===== config.mk =====
export PLATFORM = sky130hd
export DESIGN_NAME = rr_arbiter8
export DESIGN_NICKNAME = d
export VERILOG_FILES = /design/src/rtl/rr_arbiter8.sv
export SDC_FILE = /design/constraint.sdc
export NUM_CORES = 1
export LEC_CHECK = 0
export CORE_ASPECT_RATIO = 1.25
export CORE_UTILIZATION = 35
export DETAILED_ROUTE_END_ITERATION = 6
export PLACE_DENSITY_LB_ADDON = 0.2
export SKIP_LAST_GASP = 1
export SYNTH_ARGS = -nofsm -noshare
export SYNTH_HDL_FRONTEND = slang
export SYNTH_SLANG_ARGS = --single-unit

===== constraint.sdc =====
create_clock -name clk -period 3.7 [get_ports clk]
set_clock_uncertainty 0.05 [all_clocks]
set_input_delay 0.37 -clock clk [delete_from_list [all_inputs] [get_ports clk]]
set_output_delay 0.37 -clock clk [all_outputs]
set_load 0.01 [all_outputs]

===== src/rtl/rr_arbiter8.sv =====
// rr_arbiter8: 8-way round-robin arbiter with hold-time limit.
// Ports: clk, reset (async, active-low), req[7:0] in;
//        grant[7:0], grant_id[2:0], busy, timeout, ptr[7:0] out.
module rr_arbiter8 #(
  parameter int HOLD_MAX = 16
) (
  input  logic       clk,
  input  logic       reset,
  input  logic [7:0] req,
  output logic [7:0] grant,
  output logic [2:0] grant_id,
  output logic       busy,
  output logic       timeout,
  output logic [7:0] ptr
);

  typedef enum logic {
    IDLE,
    GRANT
  } state_t;

  state_t      state;
  state_t      state_n;
  logic [7:0]  hold;
  logic [7:0]  hold_n;
  logic [7:0]  grant_n;
  logic [2:0]  gid_n;
  logic        busy_n;
  logic        timeout_n;
  logic [7:0]  ptr_n;
  logic [7:0]  pick;
  logic [2:0]  pick_id;
  logic [2:0]  ptr_id;
  logic        found;
  logic        expire;

  function automatic logic [2:0] enc8(
    input logic [7:0] v
  );
    logic [2:0] r;
    r = '0;
    for (int i = 0; i < 8; i++) begin
      if (v[i]) r = r | 3'(i);
    end
    return r;
  endfunction

  assign ptr_id  = enc8(ptr);
  assign pick_id = enc8(pick);
  assign expire  = (hold == 8'(HOLD_MAX - 1));

  // Scan upward from the pointer, wrapping 7 -> 0;
  // 3-bit index arithmetic provides the wrap.
  always_comb begin
    pick  = '0;
    found = 1'b0;
    for (int i = 0; i < 8; i++) begin
      if (!found && req[ptr_id + 3'(i)]) begin
        pick[ptr_id + 3'(i)] = 1'b1;
        found = 1'b1;
      end
    end
  end

  always_comb begin
    state_n   = state;
    hold_n    = hold;
    grant_n   = grant;
    gid_n     = grant_id;
    timeout_n = 1'b0;
    ptr_n     = ptr;
    case (state)
      IDLE: begin
        if (|req) begin
          state_n = GRANT;
          grant_n = pick;
          gid_n   = pick_id;
          hold_n  = '0;
        end
      end
      GRANT: begin
        // Holder drop wins over expiry: no timeout.
        if (!req[grant_id] || expire) begin
          state_n   = IDLE;
          grant_n   = '0;
          gid_n     = '0;
          hold_n    = '0;
          timeout_n = req[grant_id];
          ptr_n     = {grant[6:0], grant[7]};
        end else begin
          hold_n = hold + 8'd1;
        end
      end
      default: state_n = IDLE;
    endcase
    busy_n = (state_n == GRANT);
  end

  always_ff @(posedge clk or negedge reset) begin
    if (!reset) begin
      state    <= IDLE;
      hold     <= '0;
      grant    <= '0;
      grant_id <= '0;
      busy     <= 1'b0;
      timeout  <= 1'b0;
      ptr      <= 8'b0000_0001;
    end else begin
      state    <= state_n;
      hold     <= hold_n;
      grant    <= grant_n;
      grant_id <= gid_n;
      busy     <= busy_n;
      timeout  <= timeout_n;
      ptr      <= ptr_n;
    end
  end

endmodule


==> metrics.txt, run 1 <==
first-pass GRT wire length=11560 µm; Post-Syn Instances=279; IO Pins=31; port bufs=30; R2R Path Start=ptr[5]; Post-synth EDFFs=0; GRT met3 Usage=2.871%; data arrival time of the critical path=3.57 ns; min-delay worst type=reg2reg; Wirelength per Cell=17.57 µm; most frequent cell after synthesis=nand2_1; Layout area overhead=24.01%; number of max-cap violations=0; Max Root-Sink Buffers=2; Initial DRC Count=214; H-tree levels=2; Max Fclk=288.6 MHz; CTS tree=built; status=finished clean; RSZ-0062 raised after global routing=false; Die ar.=7264 µm²; Die H=95.04 µm; Critical Path Source=ptr[5]; vias in the first global route=2328; Final Max Slew Viols=0; gr ovfl total=0; fin crit share=93.66%; flops & latches, synth=29; Fillers=661; synthesized area per cell=8.687 µm²; Synth top cells by count=nand2_1 (50), dfrtp_1 (28), nor2_1 (24), o21ai_0 (17), nand3_1 (13); register area share after synthesis=29.99%; Hold-fix buffers, CTS=0; Antenna Cells=0; Initial Util=36.69%; die width=76.43 µm; share of cells above drive strength 1=13.29%; DP HPWL=5410 µm; Worst-path clk slew=0.07 ns; CP startpoint kind=register; Final #Nets=332; via/cell ratio=5.921; Final Hold Fails=0; clock latency on the worst-skew pair=0.28 ns; grt met1 use=24.93%; Synth top area share=28.91%; asr flop ratio synth=100.0%; total vias in the final route=2386; CTS Buf Count=5; Setup crit end kind=register; Least-Margin Pin Slew=0.6100 ns; Final TNS setup=0 ns; Tmin final=3.466 ns; antenna violations before repair=0; synthesized area=2424 µm²; grt peak-use layer=met2; largest cells by area after synthesis=dfrtp_1 (29%), nand2_1 (7.7%), mux4_2 (6.5%), nor2_1 (3.7%), ha_1 (3.6%); worst r2r path cells=9; root buf cell=clkbuf_8; YS warnings=0; Post-Syn Nets=296; Critical Path RT=3.80 ns; final WL=7081 µm; reg2reg end=grant_id[1]; non-filler instance count after layout=403; core area=6606 µm²; register-to-register setup slack=0.23 ns; setup bufs post-CTS=0; GRT Overall Usage=20.27%; clock tree sinks=29; Slew HR=59.25%; Unique masters post-synth=62; leading area contributor after synthesis=dfrtp_1; critical path endpoint=grant_id[1]; met2 usage=34.46%; DRC viols=0; site row count=33; WS Path Type=reg2reg; GP Congestion=0.9047; crit-path max FO=10; Final setup viols=0; Routed Antenna Nets=0; Post-synth top flop=dfrtp_1; placed cells=395; largest net degree at the start of global routing=30; DR pass1 iterations=5
[how the worst min path moves through the flow]
stage	from	to	slack (ns)	depth (start not counted)
floorplan	reset	grant[0]	0.02	0
global placement	ptr[0]	ptr[0]	0.40	2
detailed placement	ptr[0]	ptr[0]	0.41	2
CTS	ptr[0]	ptr[0]	0.42	2
global route	ptr[0]	ptr[0]	0.44	2
finish	ptr[0]	ptr[0]	0.41	2
[layout make-up]
class	instances	area [µm²]	area share [%]
Multi-Input combinational cell	231	1649	54.87
Sequential cell	29	726.9	24.19
Timing Repair Buffer	39	367.9	12.24
Tap cell	87	108.9	3.622
Clock buffer	7	86.33	2.873
Inverter	9	36.28	1.207
Clock inverter	1	30.03	0.9992
[cell families after synthesis]
logic type / count (synthesis) / share of synthesized area (%)
AND/OR/NAND/NOR: 133 / 27.83
AO/OA/AOI/OAI: 64 / 18.28
flip-flops: 29 / 29.99
buffers and inverters: 19 / 3.305
multiplexers: 19 / 13.78
XOR/XNOR: 8 / 3.201
adder cells (fa/ha/maj): 7 / 3.614
[through the flow]
stage	setup slack (ns)	cell area, µm²	hold slack, ns	utilization, %
global placement	0.2084	2856	0.3960	43.24
detailed placement	0.1621	2856	0.4093	43.24
global route	0.06246	3005	0.4400	45.49
floorplan	0.2272	2424	0.02441	-
CTS	0.1469	2973	0.4186	45.00
finish	0.2344	3005	0.4142	45.49
[what timing repair did]
item,4_1_cts,5_1_grt
gates resized for setup,0,7
endpoints found under the hold margin,0,0
endpoints found under the setup margin,0,9
[layer usage]
layer  vias up  routed length (µm)
met2        96                3448
li1       1121                   -
met3        23                 295
met1      1146                3053
met4         0                 282
met5         -                   0
[critical path: stages (launching register included)]
cell and delay [ns]:
dfrtp_1 0.48, or4_1 0.79, xnor2_2 0.28, or2_2 0.34
o22a_1 0.32, and3_1 0.24, a221o_1 0.29, a22o_1 0.22
o21ai_0 0.21, nand4bb_1 0.13
[state kept, by name (all words and copies together), names as in the netlist]
| name | count |
|---|---|
| ptr | 8 |
| hold | 8 |
| state | 1 |
| grant_id | 3 |
| grant | 8 |
| timeout | 1 |
[placed cells by master, fill, tap and decap left out, types with 2 or more instances in the layout]
cell type,synthesis,layout
o32ai_1,2,2
nand2b_1,6,6
o41ai_2,0,2
and3_1,6,6
o31ai_1,3,3
mux2i_4,1,2
o21ai_0,17,17
or4_1,4,3
nor2b_1,3,3
nor4_4,2,2
o2bb2ai_1,2,2
a41oi_1,4,4
xnor2_1,3,3
nor2_1,24,24
mux4_2,7,8
o21ai_1,3,3
mux2i_1,5,4
a22o_1,2,2
o21bai_1,2,2
clkdlybuf4s50_1,0,30
clkinv_1,2,2
inv_1,6,6
o22ai_1,2,2
a21oi_1,7,7
ha_1,7,7
a221o_1,2,2
xor2_1,4,4
a31oi_1,2,2
or2_2,2,2
buf_4,1,9
a32oi_1,2,2
clkbuf_8,0,6
and2_1,4,4
mux2_2,2,2
nand3_1,13,13
nand2_1,50,50
nand4_1,12,12
dfrtp_1,28,28
Power of run 1 is not shown: default switching activity piles up to over one toggle a cycle in this logic, so the estimate is an artifact.
==> run 2, diff against run 1 <==
--- a/config.mk
+++ b/config.mk
@@ -8,7 +8,6 @@
 export CORE_ASPECT_RATIO = 1.25
 export CORE_UTILIZATION = 35
 export DETAILED_ROUTE_END_ITERATION = 6
-export PLACE_DENSITY_LB_ADDON = 0.2
 export SKIP_LAST_GASP = 1
 export SYNTH_ARGS = -nofsm -noshare
 export SYNTH_HDL_FRONTEND = slang
==> run 2 against run 1 <==
Effect of this change:
- register-to-register slack lost 0.05 ns
- fmax shrank 1.3%
- utilization decreased by 0.72 points
- cell count rose by 0.50%
- flip-flop and latch count unchanged
- critical path depth up 1
- design area shrank 1.6%
- count of clock-buffer cells in the layout shrank 2
- first-iteration DRC count shrank 31%
- sequential share of layout area up 0.39 points
- highest routed layer unchanged
==> metrics.txt, run 2 (synthesis results as in run 1) <==
RSZ-0062 raised after global routing=false; Wirelength per Cell=17.19 µm; Final Max Slew Viols=0; register-to-register setup slack=0.19 ns; CTS Buf Count=5; Die H=95.04 µm; die width=76.43 µm; core area=6606 µm²; Initial DRC Count=148; vias in the first global route=2254; Final setup viols=0; fin crit share=94.91%; first-pass GRT wire length=11460 µm; worst r2r path cells=10; CP startpoint kind=register; Slew HR=60.60%; gr ovfl total=0; Routed Antenna Nets=0; grt met1 use=25.81%; number of cells on the critical path=10; root buf cell=clkbuf_8; Setup crit end kind=register; share of cells above drive strength 1=12.26%; WP buf/inv=1; Tmin final=3.512 ns; pre-CTS WS=0.2366 ns; cell area after layout=2958 µm²; commonest non-fill, non-tap cell in the layout=nand2_1; CTS tree=built; Layout area overhead=22.04%; top cell family by delay on the critical path=simple AND/OR/NAND/NOR gates; DRC viols=0; number of max-cap violations=0; final setup margin=0.1883 ns; largest net degree at the start of global routing=30; GRT Overall Usage=20.20%; GRT met3 Usage=2.488%; min-delay worst type=reg2reg; Worst-path clk slew=0.07 ns; placed instance area=2856 µm²; data arrival time of the critical path=3.66 ns; clock tree sinks=29; Final TNS setup=0 ns; hold_sp=ptr[0]; slowest stage delay, CP=0.59 ns; final WL=6961 µm; Antenna Cells=0; crit-path cells=or4_1 > buf_4 > ha_1 > xnor2_1 > mux2i_1 > nand4_1 > o41ai_1 > or3b_1 > a32oi_1 > o21ai_1; total vias in the final route=2346; critical path's slowest cell=or4_1; Max Root-Sink Buffers=2; Least-Margin Pin Slew=0.5888 ns; R2R Path Start=ptr[7]; met2 usage=35.51%; Max Fclk=284.8 MHz; status=finished clean; Worst Hold End=ptr[0]; site row count=33; clock latency on the worst-skew pair=0.28 ns; IO Pins=31; reg2reg end=grant_id[0]; WS Path Type=reg2reg; Initial Util=36.69%; Fillers=684; DR pass1 iterations=4; port bufs=30; Critical Path RT=3.85 ns; most frequent cells in the layout=nand2_1 (50), clkdlybuf4s50_1 (30), dfrtp_1 (28); Hold Path Depth=2; crit-path max FO=13; Final #Nets=334; antenna violations before repair=0; H-tree levels=2; Die ar.=7264 µm²; Hold-fix buffers, CTS=0; DP HPWL=5421 µm; GP Congestion=0.9346; grt peak-use layer=met2; biggest registers after layout=grant (8), hold (8), ptr (8); via/cell ratio=5.793; Final Hold Fails=0
## run 2: worst min-delay path, stage by stage, from the launching register on
cell and delay, ns:
dfstp_2 0.37, nand2_1 0.05, nand2_1 0.04
## run 2: layout make-up
| cell class | instances | area [µm²] | share of cell area [%] |
|---|---|---|---|
| clock buffers | 5 | 68.82 | 2.327 |
| multi-input cells | 231 | 1617 | 54.65 |
| well taps | 87 | 108.9 | 3.680 |
| clock inverters | 3 | 17.52 | 0.5922 |
| repair buffers | 41 | 382.9 | 12.94 |
| inverters | 9 | 36.28 | 1.227 |
| flip-flops and latches | 29 | 726.9 | 24.58 |
## run 2: worst max path at each step
stage | startpoint | end | slack, ns
floorplan | ptr[7] | grant_id[1] | 0.23
global placement | ptr[7] | grant_id[0] | 0.30
detailed placement | ptr[7] | grant_id[0] | 0.24
CTS | ptr[7] | grant_id[0] | 0.17
global route | ptr[7] | grant_id[0] | 0.02
finish | ptr[7] | grant_id[0] | 0.19
## run 2: layer usage
layer,routed length [µm],vias to the layer above,share of wire [%]
li1,-,1127,-
met1,3135,1163,45
met2,3569,50,51
met3,181,6,2.6
met4,75,0,1.1
met5,0,-,0
## run 2: stage by stage
stage | hold WS [ns] | utilization, % | cells
detailed placement | 0.3991 | 43.24 | 395
finish | 0.4077 | 44.77 | 405
floorplan | 0.02441 | - | 279
CTS | 0.4111 | 44.55 | 403
global placement | 0.4008 | 43.24 | 395
global route | 0.4523 | 44.77 | 405
## run 2: repair_timing
action,4_1_cts,5_1_grt
endpoints found under the hold margin,0,0
setup endpoints to repair,0,6
gates resized for setup,0,0
buffers inserted,0,2
Power of run 2 is left out for the same reason.
